==> config.mk <==
export PLATFORM = sky130hd
export DESIGN_NAME = edge_max_pool_flat
export DESIGN_NICKNAME = d
export VERILOG_FILES = /design/src/rtl/pool_pkg.sv /design/src/rtl/edge_max_pool_if.sv /design/src/rtl/pool_line_buf.sv /design/src/rtl/edge_max_pool.sv /design/src/flat_wrapper.sv
export SDC_FILE = /design/constraint.sdc
export NUM_CORES = 1
export LEC_CHECK = 0
export ABC_AREA = 1
export CAP_MARGIN = 10
export CELL_PAD_IN_SITES_DETAIL_PLACEMENT = 1
export CELL_PAD_IN_SITES_GLOBAL_PLACEMENT = 1
export CORE_UTILIZATION = 50
export CTS_CLUSTER_DIAMETER = 150
export DETAILED_ROUTE_END_ITERATION = 8
export MAX_ROUTING_LAYER = met4
export PLACE_DENSITY = 0.84
export SLEW_MARGIN = 20
export SYNTH_ARGS = -nofsm -noshare
export SYNTH_HDL_FRONTEND = slang
export SYNTH_SLANG_ARGS = --single-unit
==> constraint.sdc <==
create_clock -name clk_200mhz -period 4.7 [get_ports clk_200mhz]
set_input_delay 0.94 -clock clk_200mhz [delete_from_list [all_inputs] [get_ports clk_200mhz]]
set_output_delay 0.94 -clock clk_200mhz [all_outputs]
set_load 0.03 [all_outputs]
==> src/rtl/pool_pkg.sv <==
// Shared constants and types for the 2x2 stride-2 pooling stage behind the Sobel magnitude.
// POOL_AVG_EN switches the line-buffer width for average pooling.
package pool_pkg;

  localparam int PIX_W          = 12;
  localparam int IMG_WIDTH_DEF  = 62;
  localparam int IMG_HEIGHT_DEF = 62;

  // Phase is {row[0], col[0]} so the enum encoding matches the counter LSBs.
  typedef enum logic [1:0] {
    ROW_EVEN_A = 2'b00,
    ROW_EVEN_B = 2'b01,
    ROW_ODD_A  = 2'b10,
    ROW_ODD_B  = 2'b11
  } phase_t;

  function automatic int lb_depth(input int img_width);
    return (img_width / 2 < 1) ? 1 : img_width / 2;
  endfunction

`ifdef POOL_AVG_EN
  localparam int LB_W = PIX_W + 1;
`else
  localparam int LB_W = PIX_W;
`endif

endpackage

==> src/rtl/edge_max_pool_if.sv <==
// Pixel stream in from the Sobel stage and pooled stream out, with valid/ready on both sides.
interface edge_max_pool_if
  import pool_pkg::*;
();
  logic [PIX_W-1:0] pixel_in;
  logic             valid_in;
  logic             ready_out;
  logic [PIX_W-1:0] pixel_out;
  logic             valid_out;
  logic             last_out;
  logic             ready_in;

  modport slave (
    input  pixel_in, valid_in, ready_in,
    output ready_out, pixel_out, valid_out, last_out
  );

  modport master (
    output pixel_in, valid_in, ready_in,
    input  ready_out, pixel_out, valid_out, last_out
  );
endinterface

==> src/rtl/pool_line_buf.sv <==
// Simple dual-port line buffer holding one pooled pair result per tile column; 1-cycle read.
module pool_line_buf
  import pool_pkg::*;
#(
  parameter int DEPTH = 31,
  parameter int AW    = 5
) (
  input  logic            clk,
  input  logic            wr_en,
  input  logic [AW-1:0]   wr_addr,
  input  logic [LB_W-1:0] wr_data,
  input  logic            rd_en,
  input  logic [AW-1:0]   rd_addr,
  output logic [LB_W-1:0] rd_data
);
  logic [LB_W-1:0] mem [DEPTH];

  // rd_data holds until the next read, so the ODD_B pixel may arrive any time later.
  always_ff @(posedge clk) begin
    if (wr_en) mem[wr_addr] <= wr_data;
    if (rd_en) rd_data <= mem[rd_addr];
  end
endmodule

==> src/rtl/edge_max_pool.sv <==
// 2x2 stride-2 pooling of the gradient-magnitude raster; max by default, average with POOL_AVG_EN.
// One-deep output register; ready_out passes downstream ready through when it drains.
module edge_max_pool
  import pool_pkg::*;
#(
  parameter int IMG_WIDTH  = IMG_WIDTH_DEF,
  parameter int IMG_HEIGHT = IMG_HEIGHT_DEF
) (
  input logic            clk_200mhz,
  input logic            reset_n,
  edge_max_pool_if.slave pif
);
  localparam int CW    = (IMG_WIDTH > 1) ? $clog2(IMG_WIDTH) : 1;
  localparam int RW    = (IMG_HEIGHT > 1) ? $clog2(IMG_HEIGHT) : 1;
  localparam int DEPTH = lb_depth(IMG_WIDTH);
  localparam int AW    = (DEPTH > 1) ? $clog2(DEPTH) : 1;

  localparam logic [CW-1:0] COL_END  = CW'(IMG_WIDTH - 1);
  localparam logic [RW-1:0] ROW_END  = RW'(IMG_HEIGHT - 1);
  localparam logic [CW-1:0] COL_LAST = CW'(2 * (IMG_WIDTH / 2) - 1);
  localparam logic [RW-1:0] ROW_LAST = RW'(2 * (IMG_HEIGHT / 2) - 1);
  localparam bit ODD_W = (IMG_WIDTH % 2) == 1;
  localparam bit ODD_H = (IMG_HEIGHT % 2) == 1;

  logic [CW-1:0]    col, col_nxt;
  logic [RW-1:0]    row, row_nxt;
  phase_t           phase;
  logic             accept, keep, wr_en, rd_en, load, is_last;
  logic [PIX_W-1:0] pair_reg, res;
  logic [LB_W-1:0]  wr_data, rd_data;
  logic [AW-1:0]    lb_addr;
`ifdef POOL_AVG_EN
  logic [PIX_W+1:0] sum;
`else
  logic [PIX_W-1:0] pair_max;
`endif

  assign pif.ready_out = !pif.valid_out || pif.ready_in;
  assign accept        = pif.valid_in && pif.ready_out;
  assign lb_addr       = AW'(col >> 1);

  always_comb begin
    phase   = phase_t'({row[0], col[0]});
    col_nxt = col;
    row_nxt = row;
    if (accept) begin
      if (col == COL_END) begin
        col_nxt = '0;
        row_nxt = (row == ROW_END) ? '0 : row + 1'b1;
      end else begin
        col_nxt = col + 1'b1;
      end
    end
    // The unpaired last column/row of odd-sized frames is consumed but never pooled.
    keep    = !(ODD_W && col == COL_END) && !(ODD_H && row == ROW_END);
    wr_en   = accept && keep && phase == ROW_EVEN_B;
    rd_en   = accept && keep && phase == ROW_ODD_A;
    load    = accept && keep && phase == ROW_ODD_B;
    is_last = (row == ROW_LAST) && (col == COL_LAST);
`ifdef POOL_AVG_EN
    wr_data = {1'b0, pair_reg} + {1'b0, pif.pixel_in};
    sum     = {1'b0, rd_data} + {2'b00, pair_reg} + {2'b00, pif.pixel_in};
    res     = sum[PIX_W+1:2];
`else
    pair_max = (pif.pixel_in > pair_reg) ? pif.pixel_in : pair_reg;
    wr_data  = pair_max;
    res      = (rd_data > pair_max) ? rd_data : pair_max;
`endif
  end

  always_ff @(posedge clk_200mhz or negedge reset_n) begin
    if (!reset_n) begin
      col      <= '0;
      row      <= '0;
      pair_reg <= '0;
    end else begin
      col <= col_nxt;
      row <= row_nxt;
      if (accept && (phase == ROW_EVEN_A || phase == ROW_ODD_A)) pair_reg <= pif.pixel_in;
    end
  end

  // Load wins over drain, so a same-cycle drain and new result keeps valid_out high.
  always_ff @(posedge clk_200mhz or negedge reset_n) begin
    if (!reset_n) begin
      pif.pixel_out <= '0;
      pif.valid_out <= 1'b0;
      pif.last_out  <= 1'b0;
    end else if (load) begin
      pif.pixel_out <= res;
      pif.valid_out <= 1'b1;
      pif.last_out  <= is_last;
    end else if (pif.valid_out && pif.ready_in) begin
      pif.valid_out <= 1'b0;
      pif.last_out  <= 1'b0;
    end
  end

  pool_line_buf #(.DEPTH(DEPTH), .AW(AW)) u_lb (
    .clk     (clk_200mhz),
    .wr_en   (wr_en),
    .wr_addr (lb_addr),
    .wr_data (wr_data),
    .rd_en   (rd_en),
    .rd_addr (lb_addr),
    .rd_data (rd_data)
  );
endmodule

==> src/flat_wrapper.sv <==
// flat-port wrapper written by rule: the top's interface ports become plain ports
module edge_max_pool_flat import pool_pkg::*;
#(
  parameter int IMG_WIDTH  = IMG_WIDTH_DEF,
  parameter int IMG_HEIGHT = IMG_HEIGHT_DEF
)
  (clk_200mhz, reset_n, pif_pixel_in, pif_valid_in, pif_ready_in, pif_ready_out, pif_pixel_out, pif_valid_out, pif_last_out);
  edge_max_pool_if pif_i ();
  input logic clk_200mhz;
  input logic reset_n;
  input wire logic [$bits(pif_i.pixel_in)-1:0] pif_pixel_in;
  input wire logic [$bits(pif_i.valid_in)-1:0] pif_valid_in;
  input wire logic [$bits(pif_i.ready_in)-1:0] pif_ready_in;
  output wire logic [$bits(pif_i.ready_out)-1:0] pif_ready_out;
  output wire logic [$bits(pif_i.pixel_out)-1:0] pif_pixel_out;
  output wire logic [$bits(pif_i.valid_out)-1:0] pif_valid_out;
  output wire logic [$bits(pif_i.last_out)-1:0] pif_last_out;
  assign pif_i.pixel_in = pif_pixel_in;
  assign pif_i.valid_in = pif_valid_in;
  assign pif_i.ready_in = pif_ready_in;
  assign pif_ready_out = pif_i.ready_out;
  assign pif_pixel_out = pif_i.pixel_out;
  assign pif_valid_out = pif_i.valid_out;
  assign pif_last_out = pif_i.last_out;
  edge_max_pool #(.IMG_WIDTH(IMG_WIDTH), .IMG_HEIGHT(IMG_HEIGHT)) u_core (.clk_200mhz(clk_200mhz), .reset_n(reset_n), .pif(pif_i));
endmodule
==> impl_metrics.yaml <==
cells_and_area:
  nets: 1397
  layout-drive-gt1-share_pct: 9.18
  largest_reg_flops: 372
  syn2layout_area_growth_pct: 14.3
  top_register: "u_core.u_lb.mem"
  antenna_cells: 0
pwr:
  switchingPower_mw: 5.16
  ir_worst_vdd_uv: 532
  p_clk_share_pct: 25.9
  swShare_pct: 37.7
  power_density_mw_per_mm2: 704
  seqPwrFrac_pct: 39.6
  internal-power_mw: 8.52
  combPwrFrac_pct: 34.5
  power_leakage_nw: 7.13
worst_setup_path:
  critPathKind: "primary input to flop"
  cp.required_ns: 5.19
  cp_max_fo: 12
  cpMaxStageDelayCell: "clkdlybuf4s50_1"
  slowest_delay_ns: 0.51
  worstSetupEndpointType: "flop"
  cpMostUsedCell: "nand2_1"
  startpoint_type: "primary input"
  crit_chain: "clkdlybuf4s50_1 -> ha_1 -> nand2_1 -> nand2_1 -> nand2_1 -> nand2_1 -> nand2_1 -> nand3_1 -> nand2_1 -> nand2_1 -> nand2_1 -> inv_1 -> ha_1 -> nand2_1 -> nor2_1 -> and2_1 -> nand2_1 -> nand3_1 -> nand2_1 -> nand3_1 -> nand2_1 -> nand2_1"
  arrival_ns: 4.43
drt:
  ant_nets: 0
  dr.pass1.iters: 5
  viasPerCell: 6.09
  drcViolationCount: 0
  drt_iter0_markers: 1082
  vias: 11100
  routedWlPerCell_um: 25.9
  routed_wl_um: 47500
yosys:
  synth.distinct_cells: 30
  yosysTopAreaCellShare_pct: 67.8
  synth_top_flop_cell: "edfxtp_1"
  synth_warnings: 0
  synth_nets: 1326
  async_reset_ff_share_pct: 9.00
  synthCells: 1282
  synth_seq_cells: 422
  synth_edf_count: 384
  yosys-top-cells-count: "edfxtp_1 (384), nand2_1 (227), a22oi_1 (168), a21oi_1 (96), inv_1 (84)"
  yosys.area.top_type: "edfxtp_1"
  syn_area_per_cell_um2: 13.3
  seq_area_frac_synth_pct: 73.4
  synth.most_common_cell: "edfxtp_1"
  netlist_top_cells_area: "edfxtp_1 (68%), a22oi_1 (7.4%), dfrtp_1 (5.6%), nand2_1 (5.0%), a21oi_1 (2.8%)"
  syn_area_mm2: 0.0170
sta:
  slew_headroom_pct: 39.1
  rsz0062_at_grt: "false"
  max_freq_ghz: 0.254
  slew_violations: 0
  fin_crit_ns: 3.94
  hold_violations: 0
  setup_viol_count_final: 0
  period_share_pct: 83.8
  tns_ns: 0
  worst_slack_ns: 0.759
  finClkSkew_ns: 0.0250
  worst_pin_slew_ns: 0.914
floorplanning:
  num_rows: 67
  die_w_um: 186
  die_h_um: 186
  start_util_pct: 50.8
  core_area_mm2: 0.0334
  die_area_mm2: 0.0347
  io_pins: 31
clock_tree:
  clk_pin_slew_ns: 0.06
  cts_setup_buffers: 0
  cts_buffer_depth: 3
  clock_latency_ns: 0.57
  cts_tree: "done"
  cts.sinks: 422
  cts_root_buf: "clkbuf_16"
  cts_hold_buf: 0
  h-tree-depth: 2
  post_cts_resized: 0
  numCtsBuffers: 43
global_routing:
  track_usage_pct: 28.6
  grt_pass1_vias: 11800
  grt_max_degree: 86
  grt_pass1_wl_um: 71600
  gr-total-overflow: 0
  antenna_found_initial: 0
placement:
  gp_congestion: 0.868
  place_ws_ns: 0.232
  hpwlAfterDp_um: 28900
  portBuffers: 30
status:
  status: "finished clean"
worst_hold_path:
  hp-class: "flop to flop"
run:
  drv_cap: 0
[per-stage QoR]
stage | power (mW) | hold slack (ns) | instance area (um^2) | std cells | utilization, %
finish | 13.7 | 0.482 | 19400 | 1831 | 58.1
floorplan | 8.17 | 0.479 | 17000 | 1282 | -
detailed placement | 10.1 | 0.469 | 18000 | 1756 | 53.8
global placement | 9.78 | 0.462 | 18000 | 1756 | 53.8
CTS | 13.7 | 0.488 | 19400 | 1831 | 58.1
global route | 14.2 | 0.519 | 19400 | 1831 | 58.1
[critical path: cells and delay by family]
kind	cells	cell delay [ns]
adders and majority gates	2	0.66
buffers and inverters	2	0.57
and+or+nand+nor	18	2.25
[layout by cell type, fill, tap and decap left out, types with 2 or more instances in the layout]
cell type        instances
buf_4                   55
nor2_4                   3
dfrtp_1                 38
a22oi_1                168
ha_1                    28
nand3_1                 54
clkbuf_16               43
or2_1                   10
a21oi_1                 96
bufinv_16                8
nand2_1                227
inv_2                    3
nor2_1                  77
o22ai_1                  3
inv_1                   84
clkinv_1                 9
a21o_1                   2
a31oi_1                  2
or2_0                   14
clkinv_2                 8
clkbuf_1                 4
edfxtp_1               384
clkdlybuf4s50_1         29
nor3_1                  16
nand4_1                  3
o21ai_0                  4
[power groups by stage]
stage	clock [mW]	sequential [mW]	combinational (mW)
floorplan	0	5.51	2.66
global placement	0	5.46	4.32
detailed placement	0	5.48	4.63
CTS	3.58	5.41	4.68
global route	3.70	5.44	5.08
finish	3.54	5.42	4.73
[layer usage]
metal  global-route usage [%]  share of wire [%]  vias up
met5                        -                  0        -
met4                     11.4                3.7        0
met3                     4.72                6.3      116
met2                     47.5                 51      447
met1                     34.9                 39     5744
li1                         -                  -     4838
[area by class of cell]
type | instances | area (um^2)
Fill cell | 3234 | 14000
Sequential cell | 422 | 12500
Multi-Input combinational cell | 713 | 3890
Clock buffer | 47 | 1090
Timing Repair Buffer | 86 | 728
Tap cell | 448 | 561
Clock inverter | 28 | 350
Inverter | 87 | 327
[path summary, 6_finish.rpt]
| kind | startpoint | endpoint | slack [ns] | depth (start not counted) |
|---|---|---|---|---|
| max reg2reg | u_core.pair_reg[5] | u_core.pif.pixel_out[8] | 1.20 | 22 |
| min reg2reg | u_core.pif.pixel_out[2] | u_core.pif.pixel_out[2] | 0.48 | 2 |
| min | u_core.pif.pixel_out[2] | u_core.pif.pixel_out[2] | 0.48 | 2 |
| max | pif_pixel_in[1] | u_core.pif.pixel_out[8] | 0.76 | 22 |
| max in group asynchronous | reset_n | u_core.pair_reg[9] | 3.60 | 1 |
| min in group asynchronous | reset_n | u_core.row[2] | 0.51 | 1 |
[logic make-up (layout without fill, tap and decap cells)]
logic type                 Yosys count  in the layout  synth area share [%]
AOI/OAI and AO/OA                  276            276                  10.7
adders and majority gates           28             28                  2.06
xor gates and xnor gates             1              1                0.0515
buffers and inverters              147            248                  3.70
DFF                                422            422                  73.4
and+or+nand+nor                    408            408                  10.1
Power figures use the tool's default switching activity.
